===== src/rtl/data_mem_dma.sv =====
// Block copy engine mastering the data memory port set.
// Word accesses while both pointers are aligned and 4+ bytes remain, byte accesses otherwise.
module data_mem_dma #(
    parameter int unsigned SIZE = 32
) (
    input  logic        CLK,
    input  logic        RST,
    input  logic        Start,
    input  logic [31:0] SrcAddr,
    input  logic [31:0] DstAddr,
    input  logic [15:0] Length,
    output logic        Busy,
    output logic        Done,
    output logic        Error,
    output logic [31:0] A,
    output logic [31:0] WD,
    output logic        ByteORword,
    output logic        ByteORwordS,
    output logic        MemWrite,
    output logic        EN,
    input  logic [31:0] RD
);

    localparam int unsigned AW = 32;
    localparam int unsigned LW = 16;
    localparam logic [AW:0] BYTE_LIMIT = (AW + 1)'(SIZE * 4);

    typedef enum logic [1:0] {
        S_IDLE,
        S_RD,
        S_WR,
        S_DONE
    } state_t;

    state_t        state_q, state_d;
    logic [AW-1:0] src_q, src_d;
    logic [AW-1:0] dst_q, dst_d;
    logic [LW-1:0] rem_q, rem_d;
    logic [AW-1:0] buf_q, buf_d;
    logic          mode_q, mode_d;

    logic          busy_q, busy_d;
    logic          done_q, done_d;
    logic          err_q, err_d;
    logic [AW-1:0] a_q, a_d;
    logic [AW-1:0] wd_q, wd_d;
    logic          bw_q, bw_d;
    logic          bws_q, bws_d;
    logic          mw_q, mw_d;
    logic          en_q, en_d;

    logic [AW:0]   src_end_c;
    logic [AW:0]   dst_end_c;
    logic [AW-1:0] step_c;
    logic          byte_mode_c;

    assign src_end_c = {1'b0, SrcAddr} + (AW + 1)'(Length);
    assign dst_end_c = {1'b0, DstAddr} + (AW + 1)'(Length);
    assign step_c    = mode_q ? AW'(1) : AW'(4);

    // Next state, then registered outputs derived from the state being entered
    always_comb begin
        state_d     = state_q;
        src_d       = src_q;
        dst_d       = dst_q;
        rem_d       = rem_q;
        buf_d       = buf_q;
        mode_d      = mode_q;
        err_d       = err_q;
        a_d         = a_q;
        wd_d        = wd_q;
        bw_d        = bw_q;
        bws_d       = bws_q;
        busy_d      = 1'b0;
        done_d      = 1'b0;
        mw_d        = 1'b0;
        en_d        = 1'b0;
        byte_mode_c = 1'b1;

        case (state_q)
            S_IDLE: begin
                if (Start) begin
                    src_d = SrcAddr;
                    dst_d = DstAddr;
                    rem_d = Length;
                    err_d = 1'b0;
                    if ((src_end_c > BYTE_LIMIT) || (dst_end_c > BYTE_LIMIT)) begin
                        err_d   = 1'b1;
                        state_d = S_DONE;
                    end else if (Length == LW'(0)) begin
                        state_d = S_DONE;
                    end else begin
                        state_d = S_RD;
                    end
                end
            end
            S_RD: begin
                buf_d   = RD;
                state_d = S_WR;
            end
            S_WR: begin
                src_d   = src_q + step_c;
                dst_d   = dst_q + step_c;
                rem_d   = rem_q - LW'(step_c);
                state_d = (rem_d == LW'(0)) ? S_DONE : S_RD;
            end
            S_DONE: begin
                state_d = S_IDLE;
            end
            default: begin
                state_d = S_IDLE;
            end
        endcase

        // Access width for the unit about to start is fixed here and held through its WR
        case (state_d)
            S_RD: begin
                byte_mode_c = !((src_d[1:0] == 2'b00) && (dst_d[1:0] == 2'b00) &&
                                (rem_d >= LW'(4)));
                mode_d = byte_mode_c;
                busy_d = 1'b1;
                en_d   = 1'b1;
                a_d    = src_d;
                bw_d   = byte_mode_c;
            end
            S_WR: begin
                busy_d = 1'b1;
                en_d   = 1'b1;
                mw_d   = 1'b1;
                a_d    = dst_d;
                wd_d   = buf_d;
                bw_d   = mode_d;
                bws_d  = mode_d;
            end
            S_DONE: begin
                done_d = 1'b1;
            end
            default: begin
            end
        endcase
    end

    always_ff @(posedge CLK or posedge RST) begin
        if (RST) begin
            state_q <= S_IDLE;
            src_q   <= '0;
            dst_q   <= '0;
            rem_q   <= '0;
            buf_q   <= '0;
            mode_q  <= 1'b0;
            busy_q  <= 1'b0;
            done_q  <= 1'b0;
            err_q   <= 1'b0;
            a_q     <= '0;
            wd_q    <= '0;
            bw_q    <= 1'b0;
            bws_q   <= 1'b0;
            mw_q    <= 1'b0;
            en_q    <= 1'b0;
        end else begin
            state_q <= state_d;
            src_q   <= src_d;
            dst_q   <= dst_d;
            rem_q   <= rem_d;
            buf_q   <= buf_d;
            mode_q  <= mode_d;
            busy_q  <= busy_d;
            done_q  <= done_d;
            err_q   <= err_d;
            a_q     <= a_d;
            wd_q    <= wd_d;
            bw_q    <= bw_d;
            bws_q   <= bws_d;
            mw_q    <= mw_d;
            en_q    <= en_d;
        end
    end

    assign Busy        = busy_q;
    assign Done        = done_q;
    assign Error       = err_q;
    assign A           = a_q;
    assign WD          = wd_q;
    assign ByteORword  = bw_q;
    assign ByteORwordS = bws_q;
    assign MemWrite    = mw_q;
    assign EN          = en_q;

endmodule


===== config.mk =====
export PLATFORM = sky130hd
export DESIGN_NAME = data_mem_dma
export DESIGN_NICKNAME = d
export VERILOG_FILES = /design/src/rtl/data_mem_dma.sv
export SDC_FILE = /design/constraint.sdc
export NUM_CORES = 1
export LEC_CHECK = 0
export BUFFER_PORTS_ARGS = -buffer_cell sky130_fd_sc_hd__buf_4
export CORE_MARGIN = 4
export CORE_UTILIZATION = 44
export DETAILED_ROUTE_END_ITERATION = 12
export HOLD_SLACK_MARGIN = 0.12
export MAX_ROUTING_LAYER = met4
export PLACE_DENSITY = 0.62
export SYNTH_ARGS = -nofsm -noshare
export SYNTH_HDL_FRONTEND = slang
export SYNTH_SLANG_ARGS = --single-unit

===== constraint.sdc =====
create_clock -name CLK -period 6.99 [get_ports CLK]
set_input_delay 1.398 -clock CLK [delete_from_list [all_inputs] [get_ports CLK]]
set_output_delay 1.398 -clock CLK [all_outputs]
set_load 0.03 [all_outputs]

* Yosys cells after proc, flatten, opt, wreduce, memory -nomap -nowiden
Index checks and enable logic that the tools add are counted.
Operators by class: add/subtract/negate cells 5, magnitude comparators 3, eq/ne operators 6, mux-type cells 19, reduce and logical (&&, ||, !) cells 12
Operators with widths (number):
- 32-bit one-hot mux with 2 select lines | 3
- 32-bit 2-to-1 mux | 3
- 32-bit by 16-bit adder with 33-bit output | 2
- 33-bit by 8-bit > comparator with 1-bit output, second input constant | 2
- 32-bit by 3-bit adder with 32-bit output | 2
- 16-bit zero test | 2
- 16-bit one-hot mux with 2 select lines | 1
- 16-bit by 3-bit greater-or-equal comparator with 1-bit output, second input constant | 1
- 16-bit 2-to-1 mux | 1
- 16-bit by 3-bit subtractor with 16-bit output | 1
- 2-bit equality test, second input constant | 4
- 2-bit 2-to-1 mux | 4
- 2-bit one-hot mux with 4 select lines | 1
- 2-bit zero test | 3
- 2-bit by 1-bit equality test with 1-bit output, second input constant | 2
- 1-bit 2-to-1 mux | 4
- 3-bit 2-to-1 mux | 1
- 1-bit logical AND | 2
- 1-bit one-hot mux with 2 select lines | 1
- 2-bit AND reduction | 1
- 2-bit nonzero test | 1
- 2-bit OR reduction | 1
- 1-bit zero test | 1
- 1-bit logical OR | 1
Word-level totals: register bits after elaboration 185, input port bits 115, output and inout port bits 71, logic and storage cells 59

* Depth between registers and ports, before layout
depth after elaboration 9, mapped depth 18, gate-level depth less buffers 15

* Worst setup path after synthesis
OpenSTA, ideal clock, no wires.
path kind input to register, from in SrcAddr[0], to reg a_q[15] (netlist: A[15]), setup time 141 ps, data arrival time 5341 ps, data required time 6849 ps, slack 1508 ps, stages on the path 17, buffers on the path 3, cell sequence ha_1 > fa_1 > a211oi_2 > nor4_1 > a31oi_1 > nand4_1 > or4_1 > nor4_1 > nand4_1 > nor4_1 > nand4_1 > o21a_1 > ha_1 > clkbuf_1 > clkbuf_1 > clkbuf_1 > a31oi_1
Between the ends: word-level cells in the longest chain between the ends 8, elaborated cells between the ends (all ways) 10, those cells by class add/sub (1); order compare (1); eq/ne (2); mux (4); reduce/logical (2)
RTL lines:
- start: declaration | line 9 | input logic [31:0] SrcAddr,
- 32-bit by 16-bit adder with 33-bit output (*) | line 57 | assign src_end_c = {1'b0, SrcAddr} + (AW + 1)'(Length);
- 33-bit by 8-bit > comparator with 1-bit output (*) | line 87 | if ((src_end_c > BYTE_LIMIT) || (dst_end_c > BYTE_LIMIT)) begin
- 1-bit logical OR (*) | line 87
- 2-bit 2-to-1 mux (*) | line 87
- 2-bit 2-to-1 mux (*) | line 82 | if (Start) begin
- 2-bit one-hot mux with 4 select lines (*) | line 80 | case (state_q)
- 2-bit equality test / 2-bit by 1-bit equality test with 1-bit output (equally long branches) | line 116 | case (state_d)
- 32-bit one-hot mux with 2 select lines / 2-bit nonzero test (equally long branches)
- end signal: assignment | line 154 | a_q <= '0;
- end signal: assignment | line 170 | a_q <= a_d;
- end: declaration | line 45 | logic [AW-1:0] a_q, a_d;
Mark *: on every way between the ends. The rest lies on a longest branch, timed or not. A chain may end at the register's enable or synchronous reset.

* Final worst setup path
from in Length[0], to reg bw_q (netlist: ByteORword)
Between the ends: word-level cells in the longest chain between the ends 8, elaborated cells between the ends (all ways) 19, those cells by class add/sub (2); order compare (3); eq/ne (2); mux (7); reduce/logical (5)
RTL lines:
- start: declaration | line 11 | input logic [15:0] Length,
- 32-bit by 16-bit adder with 33-bit output, on equally long branches | line 57, 58
- 33-bit by 8-bit > comparator with 1-bit output | line 87
- 1-bit logical OR | line 87
- 2-bit 2-to-1 mux | line 87
- 2-bit 2-to-1 mux | line 82
- 2-bit one-hot mux with 4 select lines | line 80
- 2-bit equality test / 2-bit by 1-bit equality test with 1-bit output (equally long branches) | line 116
- 1-bit one-hot mux with 2 select lines / 2-bit nonzero test (equally long branches)
- end signal: assignment | line 172 | bw_q <= bw_d;
- end: declaration | line 47 | logic bw_q, bw_d;
Several ways; a longest one is shown, not always the timed one.

==> key figures <==
Power and ir drop
  • Peak VDD IR: around 0.13 mV
  • Sw power: about 670 µW
  • Logic gate share of total power: ~18%
  • Clk pwr share: 40.9%
  • Internal: ~1500 µW
  • Power Dens Cells: roughly 170 nW/µm²
  • Leak: around 0.0058 µW
  • Sequential share of power: just over 40%
  • Sw frac: around 31%

Clock network
  • CTS tree: done
  • Number of setup buffers added after CTS: 0
  • H-tree depth: 4
  • Number of gates resized after cts: 0
  • Clock Pin Slew Worst Setup and Hold Paths: around 70 ps
  • Clk sinks: 153
  • Cts hold-fix bufs: 0
  • Clk Latency, worst-skew pair: roughly 430 ps
  • Inserted Clock Buffers: 17
  • Root Driver: clkbuf_16
  • Clk buf depth: 2

Die
  • Boundary Pins: 186
  • Die extent in y: ~170 µm
  • Die Span X: roughly 170 µm
  • Initial Util: between 40% and 50%
  • Core area: between 20000 and 25000 µm²
  • Rows: 57
  • Die area: 27700 µm²

Logic synthesis
  • Post-synth EDFFs: 0
  • Syn avg cell area: 7.83 µm²
  • YS warnings: 0
  • Synthesized instance count: around 1400
  • Yosys cell types: 77
  • Synthesis-stage register bit count: about 150
  • Asr flop ratio synth: 100%
  • Sequential fraction of the synthesis area: 34.7%
  • Main flop type after synthesis: dfrtp_1
  • Syn nets: between 1500 and 2000
  • Mapped Area: 11000 µm²

Routing
  • DRC Markers: 0
  • Initial DRC count: approximately 1200
  • Detail Route Antenna Nets: 0
  • Routed len/inst: between 20 and 25 µm
  • DR pass1 iterations: 5
  • Drt total wl: roughly 42000 µm
  • Vias/cell: 6.20
  • Via Count: approximately 12000

Global routing
  • Grt ovf: 0
  • Vias in the first global route: 10800
  • Total Routing Usage GR: between 20% and 30%
  • Initial antenna violation count: 0
  • First-pass GRT wire length: between 60000 and 70000 µm
  • Pin count of the biggest net entering global routing: between 80 and 90

STA
  • Fmax: 0.168 GHz
  • Min Tclk post-route: between 5000 and 6000 ps
  • RSZ-0062 raised after global routing: false
  • Count of final hold-check violations: 0
  • Max-slew violation count: 0
  • Least-Margin Pin Slew: approximately 1100 ps
  • Relative slew slack: 25.9%
  • Endpoints failing setup: 0
  • Final worst path period share: 85.0%
  • TNS Setup: 0 ps
  • Clk_skew: around 14 ps

Finish
  • FILL cells: approximately 2400
  • Final std cells w/o fill: between 1500 and 2000
  • # diodes: 0
  • End-of-flow core utilization: between 50% and 60%
  • Net count, final: roughly 1700
  • Layout cell share with drive strength beyond 1: between 10% and 20%
  • Synth-to-Final Area Change: 19.4%

Worst setup path
  • Critical Path Max Stage Delay: 650 ps
  • Arrival @ worst endpoint: ~6300 ps
  • Critical path buffers and inverters: 2
  • Kind of critical path: input port to flop
  • CP Capture Type: flop
  • CP max FO: 27
  • Critical Path Start Type: input port
  • Crit-path leading delay family: simple AND/OR/NAND/NOR gates
  • Crit-path cells: buf_4 -> ha_1 -> fa_1 -> a211oi_2 -> nor4_1 -> a31oi_1 -> nand4_1 -> or4_1 -> nor4_1 -> nand4_1 -> nor4_1 -> nand4_1 -> o21a_1 -> ha_2 -> buf_4 -> nand2_1 -> o221ai_1
  • CP max stage cell: ha_2
  • CP required: approximately 7300 ps

Place
  • Placed cells: approximately 1900
  • GP Congestion: roughly 0.95
  • DP HPWL: approximately 31000 µm
  • I/O Buffers: around 190

Min path
  • HP Class: flop to flop

Outcome
  • Status: finished, final reports clean

Run
  • Max_cap viols: 0
synthesized netlist by cell type (11+ instances only):
cell type	instances	area share, %
a21o_1	11	0.75
xnor2_1	11	0.87
o211ai_1	18	1.2
nand2_1	273	9.3
o22ai_1	55	3.1
a31oi_1	35	2.0
buf_1	16	0.54
mux2i_1	38	3.4
nor2_1	133	4.5
nor4_1	26	1.5
xor2_1	21	1.7
nor3_1	18	0.82
nand4_1	28	1.6
o21ai_0	64	2.9
inv_1	26	0.88
a22oi_1	14	0.95
clkbuf_1	63	2.1
a21oi_1	123	5.6
and3_1	14	0.79
dfrtp_1	153	35
ha_1	43	4.9
nand3_1	49	2.2
sequential cells by signal (all words and copies together), names as in the netlist:
register     count
rem_q           16
Done             1
WD              32
src_q           32
state_q          2
dst_q           32
ByteORword       1
ByteORwordS      1
EN               1
mode_q           1
MemWrite         1
A               32
Error            1
layout make-up:
type | instances | area, µm² | area share [%]
tap | 324 | 405 | 3.07
clock inverter | 13 | 114 | 0.863
multi-input combinational | 1146 | 6790 | 51.5
sequential | 153 | 3830 | 29.0
timing repair buffer | 199 | 1490 | 11.3
inverter | 29 | 114 | 0.863
clock buffer | 19 | 443 | 3.36
placed cells by master, fill, tap and decap left out, types with 5 or more instances in the layout:
cell / netlist / layout
and3_1: 14 / 14
xnor2_1: 11 / 11
nor2_1: 133 / 132
dfrtp_1: 153 / 152
buf_4: 1 / 199
nor3_1: 18 / 18
inv_1: 26 / 25
nand2b_1: 5 / 5
or2_2: 6 / 6
o31ai_1: 5 / 5
nand4_1: 28 / 28
o21ai_1: 8 / 8
nand2_1: 273 / 272
a31oi_1: 35 / 35
a221o_1: 10 / 10
o21ai_0: 64 / 64
a41o_1: 6 / 6
and2_1: 6 / 6
nand3_1: 49 / 49
o22a_1: 9 / 9
o211ai_1: 18 / 18
o22ai_1: 55 / 55
a22oi_1: 14 / 14
o311ai_0: 7 / 7
a21oi_1: 123 / 123
xor2_1: 21 / 21
a21o_1: 11 / 11
clkinvlp_4: 0 / 6
o221ai_1: 5 / 5
nor4_1: 26 / 26
o21a_1: 9 / 9
or3_1: 9 / 9
and4_1: 8 / 8
ha_1: 43 / 42
clkbuf_16: 0 / 17
or4_1: 6 / 6
nor2b_1: 5 / 5
mux2i_1: 38 / 38
layer usage:
layer | track usage [%] | wire length [µm]
met1 | 39.9 | 17700
met4 | 8.72 | 1140
met3 | 4.91 | 3020
met5 | - | 0
met2 | 46.7 | 19800
power by group through the flow:
stage          registers, µW  logic [µW]  clock network, µW
2_1_floorplan            935         202                  0
3_3_place_gp             916         385                  0
3_5_place_dp             916         384                  0
4_1_cts                  899         386                901
5_1_grt                  900         420                944
6_report                 899         391                892
path summary, 6_finish.rpt:
check,endpoint,depth (start not counted),slack (ps),from
min in group asynchronous,WD[1],2,940,RST
max in group asynchronous,state_q[1],3,4820,RST
min,WD[1],2,480,WD[1]
max reg2reg,ByteORword,9,3060,state_q[0]
max,ByteORword,17,1050,Length[0]
min reg2reg,WD[1],2,480,WD[1]
metrics by stage:
step	worst slack (ps)	instance area, µm²	power, µW	hold WS [ps]
2_1_floorplan	1470	11000	1140	488
3_5_place_dp	673	12600	1300	464
4_1_cts	1110	13200	2190	480
5_1_grt	798	13200	2260	496
3_3_place_gp	857	12600	1300	459
6_report	1050	13200	2180	476
cells by family (layout without fill, tap and decap cells):
kind of cell / count (synthesis) / count (layout) / synth area share (%)
and+or+nand+nor: 601 / 601 / 24.6
xor gates and xnor gates: 32 / 32 / 2.54
DFF: 153 / 153 / 34.7
muxes: 44 / 44 / 4.09
AOI/OAI and AO/OA: 424 / 424 / 24.9
adders and majority gates: 45 / 45 / 5.23
buffers and inverters: 112 / 260 / 3.93
worst min-delay path, delay by kind of cell, from the launching register on:
kind	cells	cell delay, ps
flops	1	340
simple gates	2	100
Power figures use the tool's default switching activity.
